===== config.mk =====
export PLATFORM = sky130hd
export DESIGN_NAME = pipeline_hazard_ctrl
export DESIGN_NICKNAME = d
export VERILOG_FILES = /design/src/rtl/pipe_ctrl_pkg.sv /design/src/rtl/pipeline_hazard_ctrl_load_use.sv /design/src/rtl/pipeline_hazard_ctrl.sv
export SDC_FILE = /design/constraint.sdc
export NUM_CORES = 1
export LEC_CHECK = 0
export BUFFER_PORTS_ARGS = -buffer_cell sky130_fd_sc_hd__buf_2
export CAP_MARGIN = 20
export CORE_MARGIN = 2
export CORE_UTILIZATION = 30
export CTS_CLUSTER_DIAMETER = 30
export DETAILED_ROUTE_END_ITERATION = 16
export SYNTH_ARGS = -nofsm -noshare
export SYNTH_HDL_FRONTEND = slang
export SYNTH_SLANG_ARGS = --single-unit

===== constraint.sdc =====
create_clock -name clk_i -period 1.9 [get_ports clk_i]
set_input_delay 0.285 -clock clk_i [delete_from_list [all_inputs] [get_ports clk_i]]
set_output_delay 0.285 -clock clk_i [all_outputs]
set_load 0.01 [all_outputs]

===== src/rtl/pipe_ctrl_pkg.sv =====
// ============================================================================
// pipe_ctrl_pkg : shared types and constants for the pipeline hazard control
// Rev 1.0
// ============================================================================
`default_nettype none

package pipe_ctrl_pkg;

   typedef enum logic [1:0] {
      ST_IDLE     = 2'd0,
      ST_RUN      = 2'd1,
      ST_MEM_WAIT = 2'd2,
      ST_HALT     = 2'd3
   } state_e;

   typedef struct packed {
      logic pc_write;
      logic ifid_write;
      logic ifid_flush;
      logic idex_write;
      logic idex_bubble;
      logic exmem_write;
      logic memwb_bubble;
   } stage_ctrl_t;

   localparam stage_ctrl_t C_CTRL_IDLE     = 7'b000_0000;
   localparam stage_ctrl_t C_CTRL_RUN      = 7'b110_1010;
   localparam stage_ctrl_t C_CTRL_MEM      = 7'b000_0001;
   localparam stage_ctrl_t C_CTRL_BRANCH   = 7'b111_1110;
   localparam stage_ctrl_t C_CTRL_JUMP     = 7'b111_1010;
   localparam stage_ctrl_t C_CTRL_LOAD_USE = 7'b000_1110;

   localparam logic [5:0] C_OP_RTYPE = 6'h00;
   localparam logic [5:0] C_OP_J     = 6'h02;
   localparam logic [5:0] C_OP_BEQ   = 6'h04;
   localparam logic [5:0] C_OP_LW    = 6'h23;
   localparam logic [5:0] C_OP_SW    = 6'h2b;

   // Decoder helper that produces ifid_uses_rt_i from the ID opcode.
   function automatic logic uses_rt(input logic [5:0] op);
      return (op == C_OP_RTYPE) || (op == C_OP_BEQ) || (op == C_OP_SW);
   endfunction

endpackage

`default_nettype wire


===== src/rtl/pipeline_hazard_ctrl_load_use.sv =====
// ============================================================================
// load_use_detect : flags an ID instruction that reads the register a load in EX writes
// Rev 1.0
// ============================================================================
`default_nettype none

module load_use_detect
   import pipe_ctrl_pkg::*;
#(
   parameter int REG_ADDR_W = 5
) (
   input  logic                  idex_memread_i,
   input  logic [REG_ADDR_W-1:0] idex_rt_i,
   input  logic [REG_ADDR_W-1:0] ifid_rs_i,
   input  logic [REG_ADDR_W-1:0] ifid_rt_i,
   input  logic                  ifid_uses_rt_i,
   output logic                  hazard_o
);

   logic rs_hit_w;
   logic rt_hit_w;

   assign rs_hit_w = (idex_rt_i == ifid_rs_i);
   assign rt_hit_w = ifid_uses_rt_i && (idex_rt_i == ifid_rt_i);

   // $zero is never a real dependency.
   assign hazard_o = idex_memread_i && (idex_rt_i != '0) && (rs_hit_w || rt_hit_w);

endmodule

`default_nettype wire


===== src/rtl/pipeline_hazard_ctrl.sv =====
// ============================================================================
// pipeline_hazard_ctrl : stall/flush sequencer for the 5-stage MIPS pipeline
// Rev 1.0
// ============================================================================
`default_nettype none

module pipeline_hazard_ctrl
   import pipe_ctrl_pkg::*;
#(
   parameter int REG_ADDR_W  = 5,
   parameter int MEM_TIMEOUT = 64,
   parameter int CNT_W       = 32
) (
   input  logic                  clk_i,
   input  logic                  rst_i,
   input  logic                  start_i,
   input  logic                  idex_memread_i,
   input  logic [REG_ADDR_W-1:0] idex_rt_i,
   input  logic [REG_ADDR_W-1:0] ifid_rs_i,
   input  logic [REG_ADDR_W-1:0] ifid_rt_i,
   input  logic                  ifid_uses_rt_i,
   input  logic                  id_jump_i,
   input  logic                  ex_branch_taken_i,
   input  logic                  exmem_memacc_i,
   input  logic                  dmem_ack_i,
   output logic                  dmem_req_o,
   output logic                  pc_write_o,
   output logic                  ifid_write_o,
   output logic                  ifid_flush_o,
   output logic                  idex_write_o,
   output logic                  idex_bubble_o,
   output logic                  exmem_write_o,
   output logic                  memwb_bubble_o,
   output logic                  running_o,
   output logic                  err_o,
   output logic [CNT_W-1:0]      stall_cnt_o
);

   localparam int              TO_W      = $clog2(MEM_TIMEOUT);
   localparam logic [TO_W-1:0] C_TO_LAST = TO_W'(MEM_TIMEOUT - 1);

   state_e            state_q, state_d;
   logic [TO_W-1:0]   to_q, to_d;
   logic              err_q, err_d;
   logic [CNT_W-1:0]  cnt_q, cnt_d;
   stage_ctrl_t       run_ctrl_w;
   stage_ctrl_t       ctrl_w;
   logic              lu_w;
   logic              active_w;

   load_use_detect #(
      .REG_ADDR_W (REG_ADDR_W)
   ) u_load_use (
      .idex_memread_i (idex_memread_i),
      .idex_rt_i      (idex_rt_i),
      .ifid_rs_i      (ifid_rs_i),
      .ifid_rt_i      (ifid_rt_i),
      .ifid_uses_rt_i (ifid_uses_rt_i),
      .hazard_o       (lu_w)
   );

   // Priority: memory stall, branch, load-use, jump (a stalled jump re-presents).
   always_comb begin
      run_ctrl_w = C_CTRL_RUN;
      if (exmem_memacc_i && !dmem_ack_i) begin
         run_ctrl_w = C_CTRL_MEM;
      end else if (ex_branch_taken_i) begin
         run_ctrl_w = C_CTRL_BRANCH;
      end else if (lu_w) begin
         run_ctrl_w = C_CTRL_LOAD_USE;
      end else if (id_jump_i) begin
         run_ctrl_w = C_CTRL_JUMP;
      end
   end

   always_comb begin
      state_d = state_q;
      to_d    = to_q;
      err_d   = err_q;
      ctrl_w  = C_CTRL_IDLE;
      case (state_q)
         ST_IDLE: begin
            if (start_i) state_d = ST_RUN;
         end
         ST_RUN: begin
            ctrl_w = run_ctrl_w;
            to_d   = '0;
            if (exmem_memacc_i && !dmem_ack_i) state_d = ST_MEM_WAIT;
         end
         ST_MEM_WAIT: begin
            if (dmem_ack_i) begin
               ctrl_w  = run_ctrl_w;
               to_d    = '0;
               state_d = ST_RUN;
            end else begin
               ctrl_w = C_CTRL_MEM;
               if (to_q == C_TO_LAST) begin
                  state_d = ST_HALT;
                  err_d   = 1'b1;
               end else begin
                  to_d = to_q + TO_W'(1);
               end
            end
         end
         ST_HALT: begin
            ctrl_w = C_CTRL_IDLE;
         end
         default: begin
            state_d = ST_IDLE;
         end
      endcase
   end

   assign active_w = (state_q == ST_RUN) || (state_q == ST_MEM_WAIT);

   always_comb begin
      cnt_d = cnt_q;
      if (active_w && !ctrl_w.pc_write && (cnt_q != '1)) cnt_d = cnt_q + CNT_W'(1);
   end

   always_ff @(posedge clk_i or negedge rst_i) begin
      if (!rst_i) begin
         state_q <= ST_IDLE;
         to_q    <= '0;
         err_q   <= 1'b0;
         cnt_q   <= '0;
      end else begin
         state_q <= state_d;
         to_q    <= to_d;
         err_q   <= err_d;
         cnt_q   <= cnt_d;
      end
   end

   assign dmem_req_o     = active_w && exmem_memacc_i;
   assign pc_write_o     = ctrl_w.pc_write;
   assign ifid_write_o   = ctrl_w.ifid_write;
   assign ifid_flush_o   = ctrl_w.ifid_flush;
   assign idex_write_o   = ctrl_w.idex_write;
   assign idex_bubble_o  = ctrl_w.idex_bubble;
   assign exmem_write_o  = ctrl_w.exmem_write;
   assign memwb_bubble_o = ctrl_w.memwb_bubble;
   assign running_o      = active_w;
   assign err_o          = err_q;
   assign stall_cnt_o    = cnt_q;

endmodule

`default_nettype wire


==> summary.md <==
| Metric | Value |
|---|---|
| Status | `complete, but fails checks` |
| Failing checks | `setup timing` |
| LEAKAGE | `~1.9 nW` |
| Area of the mapped netlist | `2369 um^2` |
| Worst min-delay path class | `in -> reg` |
| Max Freq | `502.6 MHz` |
| # DRC | `0` |
| Buffers added on ports | `65` |
| FF/Latch Area | `1026 um^2` |
| All-Layer GR Usage | `14.33%` |
| Rows | `32` |
| Clk Latency, worst-skew pair | `300 ps` |
| Multi-input gate area | `1555 um^2` |
| Via count of the first global-routing pass | `2163` |
| CP Launch Type | `primary input` |
| Final HPWL DP | `~4300 um` |
| Largest net degree at the start of global routing | `42` |
| Initial core utilization | `between 30% and 40%` |
| Worst setup EP type | `output pin` |
| Placed cell count | `448` |
| Vias | `2273` |
| R2R setup slack | `-90 ps` |
| Clock sink count | `41` |
| Post-Syn Nets | `274` |
| Clock Tree Root | `clkbuf_8` |
| Routed length per instance | `around 14 um` |
| Yosys reg bits | `41` |
| Final Worst Setup Slack | `-89.54 ps` |
| Final Slew Violations | `0` |
| GPL Wtd Cong | `approximately 0.74` |
| Overall Power | `3.955 mW` |
| Unrepaired setup endpoints after global routing | `yes` |
| Clock buffer depth | `2` |
| Cell Pwr Density | `about 1100 nW/um^2` |
| Seq/Total Area, Yosys | `between 40% and 50%` |
| Core Footprint | `7687 um^2` |
| Crit Path Class | `in -> out` |
| Final setup viols | `22` |
| Critical path arrival | `between 1500 and 2000 ps` |
| Tcrit/Tclk final | `104.7%` |
| Peak supply drop | `0.0006426 V` |
| Syn Area/Cell | `9.747 um^2` |
| DRT iter0 DRCs | `49` |
| Worst EP required | `1620 ps` |
| Fin crit period | `1990 ps` |
| Synth cell types | `41` |
| Vias/cell | `approximately 4.8` |
| Die W | `92.86 um` |
| Height of the die | `slightly above 90 um` |
| Setup TNS | `-798.6 ps` |
| Synth-to-layout area growth | `58.95%` |
| Worst slew pin tran | `451.4 ps` |
| Non-Filler Instances | `~470` |
| Layout cells sized above 1 | `49.06%` |
| Rel. slew slack | `69.79%` |
| Syn Inst Count | `243` |
| Ys Warns | `0` |
| CTS tree | `done` |
| Setup Skew | `7.894 ps` |
| CTS clk-pin slew, worst paths | `70 ps` |
| Hold violation total from the final report | `0` |
| Fill count | `around 720` |
| DRT Pass-1 Iters | `4` |
| Pre-CTS setup slack | `-105.0 ps` |
| Die ar. | `8622 um^2` |
| First-pass GRT wire length | `9901 um` |
| GRT Residual Overflow | `0` |
| Initial antenna violation count | `0` |
| Worst Path Max Fanout | `4` |
| Detailed Route WL | `6551 um` |
| Post-route ant nets | `0` |
| I/O pin cnt | `between 60 and 70` |
| # diodes | `0` |
| Max_cap viols | `0` |
| TritonCTS Buffers | `5` |
| CTS H-tree lvls | `2` |
| Nets | `between 400 and 500` |
cells in the final DEF, fill, tap and decap left out, drive strengths merged, types with 2 or more instances in the layout:
master	count
and2	2
nor3	14
a32o	2
nand3	16
xor2	23
ha	7
nor4	5
nand4	13
clkbuf	9
and3	6
buf	123
nor2	23
dfrtp	41
o21a	2
o21ai	10
xnor2	19
inv	13
nand2	19
nand2b	3
nand4b	3
final timing paths:
check                                             from                           to  depth (start not counted)
worst max-delay path                      idex_rt_i[3]                 ifid_flush_o                          8
worst min-delay path                        dmem_ack_i          to_q[3]$_DFFE_PN0P_                          3
worst max register to register  state_q[0]$_DFFE_PN0P_  stall_cnt_o[12]$_DFFE_PN0P_                          8
worst min register to register       err_o$_DFFE_PN0P_            err_o$_DFFE_PN0P_                          1
max in group asynchronous                        rst_i  stall_cnt_o[29]$_DFFE_PN0P_                          3
min in group asynchronous                        rst_i  stall_cnt_o[20]$_DFFE_PN0P_                          3
state kept, by name (all words and copies together), names as in the netlist:
register and count:
err_o 1, stall_cnt_o 32, state_q 2, to_q 6
power breakdown:
group	leakage, nW	internal (mW)	total [mW]	switching [mW]
clock	0.0585	0.429	0.740	0.311
combinational	1.32	1.06	2.15	1.09
sequential	0.533	0.968	1.07	0.0974
total	1.91	2.46	3.96	1.50
metrics by stage:
stage	utilization [%]	instance area [um^2]	hold slack (ps)
detailed placement	40.87	3142	279.5
finish	48.97	3765	456.2
global placement	40.87	3142	276.5
floorplan	-	2387	-10.59
global route	48.97	3765	483.7
CTS	44.32	3407	437.4
layout make-up:
class                      count  share of cell area [%]
sequential                    41                   27.25
clock buffer                   7                   2.293
tap                          102                   3.390
timing repair buffer         126                   23.60
clock inverter                 1                  0.7976
inverter                      13                   1.363
multi-input combinational    183                   41.31
logic make-up after synthesis:
kind of cell / Yosys count / synth area share [%]
and+or+nand+nor: 111 / 26.26
AOI/OAI and AO/OA: 21 / 5.970
xor gates and xnor gates: 42 / 15.53
DFF: 41 / 43.32
adders and majority gates: 7 / 3.698
buffers and inverters: 19 / 4.331
muxes: 2 / 0.8980
routing by layer:
metal	global-route usage [%]	up-vias	wire length (um)
li1	-	1103	-
met1	18.20	1088	2805
met2	24.21	73	3283
met3	3.173	9	369
met4	4.534	0	92
met5	0	-	0
repair_timing:
item / 4_1_cts / 5_1_grt
hold endpoints to repair: 41 / 0
buffers inserted: 5 / 8
gates resized for setup: 19 / 53
pin swaps: 8 / 32
gates cloned: 0 / 3
endpoints found under the setup margin: 15 / 38
hold buffers: 1 / 0
synthesized netlist by cell type, drive strengths merged:
master | count | area [um^2]
dfrtp | 41 | 1026
nor2 | 23 | 86.33
xor2 | 23 | 201.4
nand2 | 19 | 71.32
xnor2 | 19 | 166.4
nand3 | 16 | 80.08
nor3 | 14 | 95.09
inv | 13 | 48.80
nand4 | 13 | 81.33
o21ai | 10 | 53.80
ha | 7 | 87.58
and3 | 6 | 37.54
buf | 6 | 53.79
nor4 | 5 | 50.05
nand2b | 3 | 18.77
nand4b | 3 | 26.28
a32o | 2 | 20.02
and2 | 2 | 12.51
o21a | 2 | 15.01
a211oi | 1 | 7.510
a21oi | 1 | 5.000
a221oi | 1 | 8.760
a22o | 1 | 8.760
a32oi | 1 | 8.760
and4b | 1 | 10.01
mux2 | 1 | 11.26
mux2i | 1 | 10.01
nand3b | 1 | 7.510
nor2b | 1 | 6.260
nor3b | 1 | 7.510
nor4b | 1 | 15.01
o21bai | 1 | 7.510
o22ai | 1 | 6.260
or3b | 1 | 8.760
or4 | 1 | 7.510
worst max-delay path, cell delays in order:
cell,delay (ps)
buf_2,120
xor2_1,160
nor4_2,340
a32oi_2,230
nor3_2,260
nor2_4,70
o21a_1,100
buf_2,130
No activity file was read; power rests on OpenSTA's default activity.
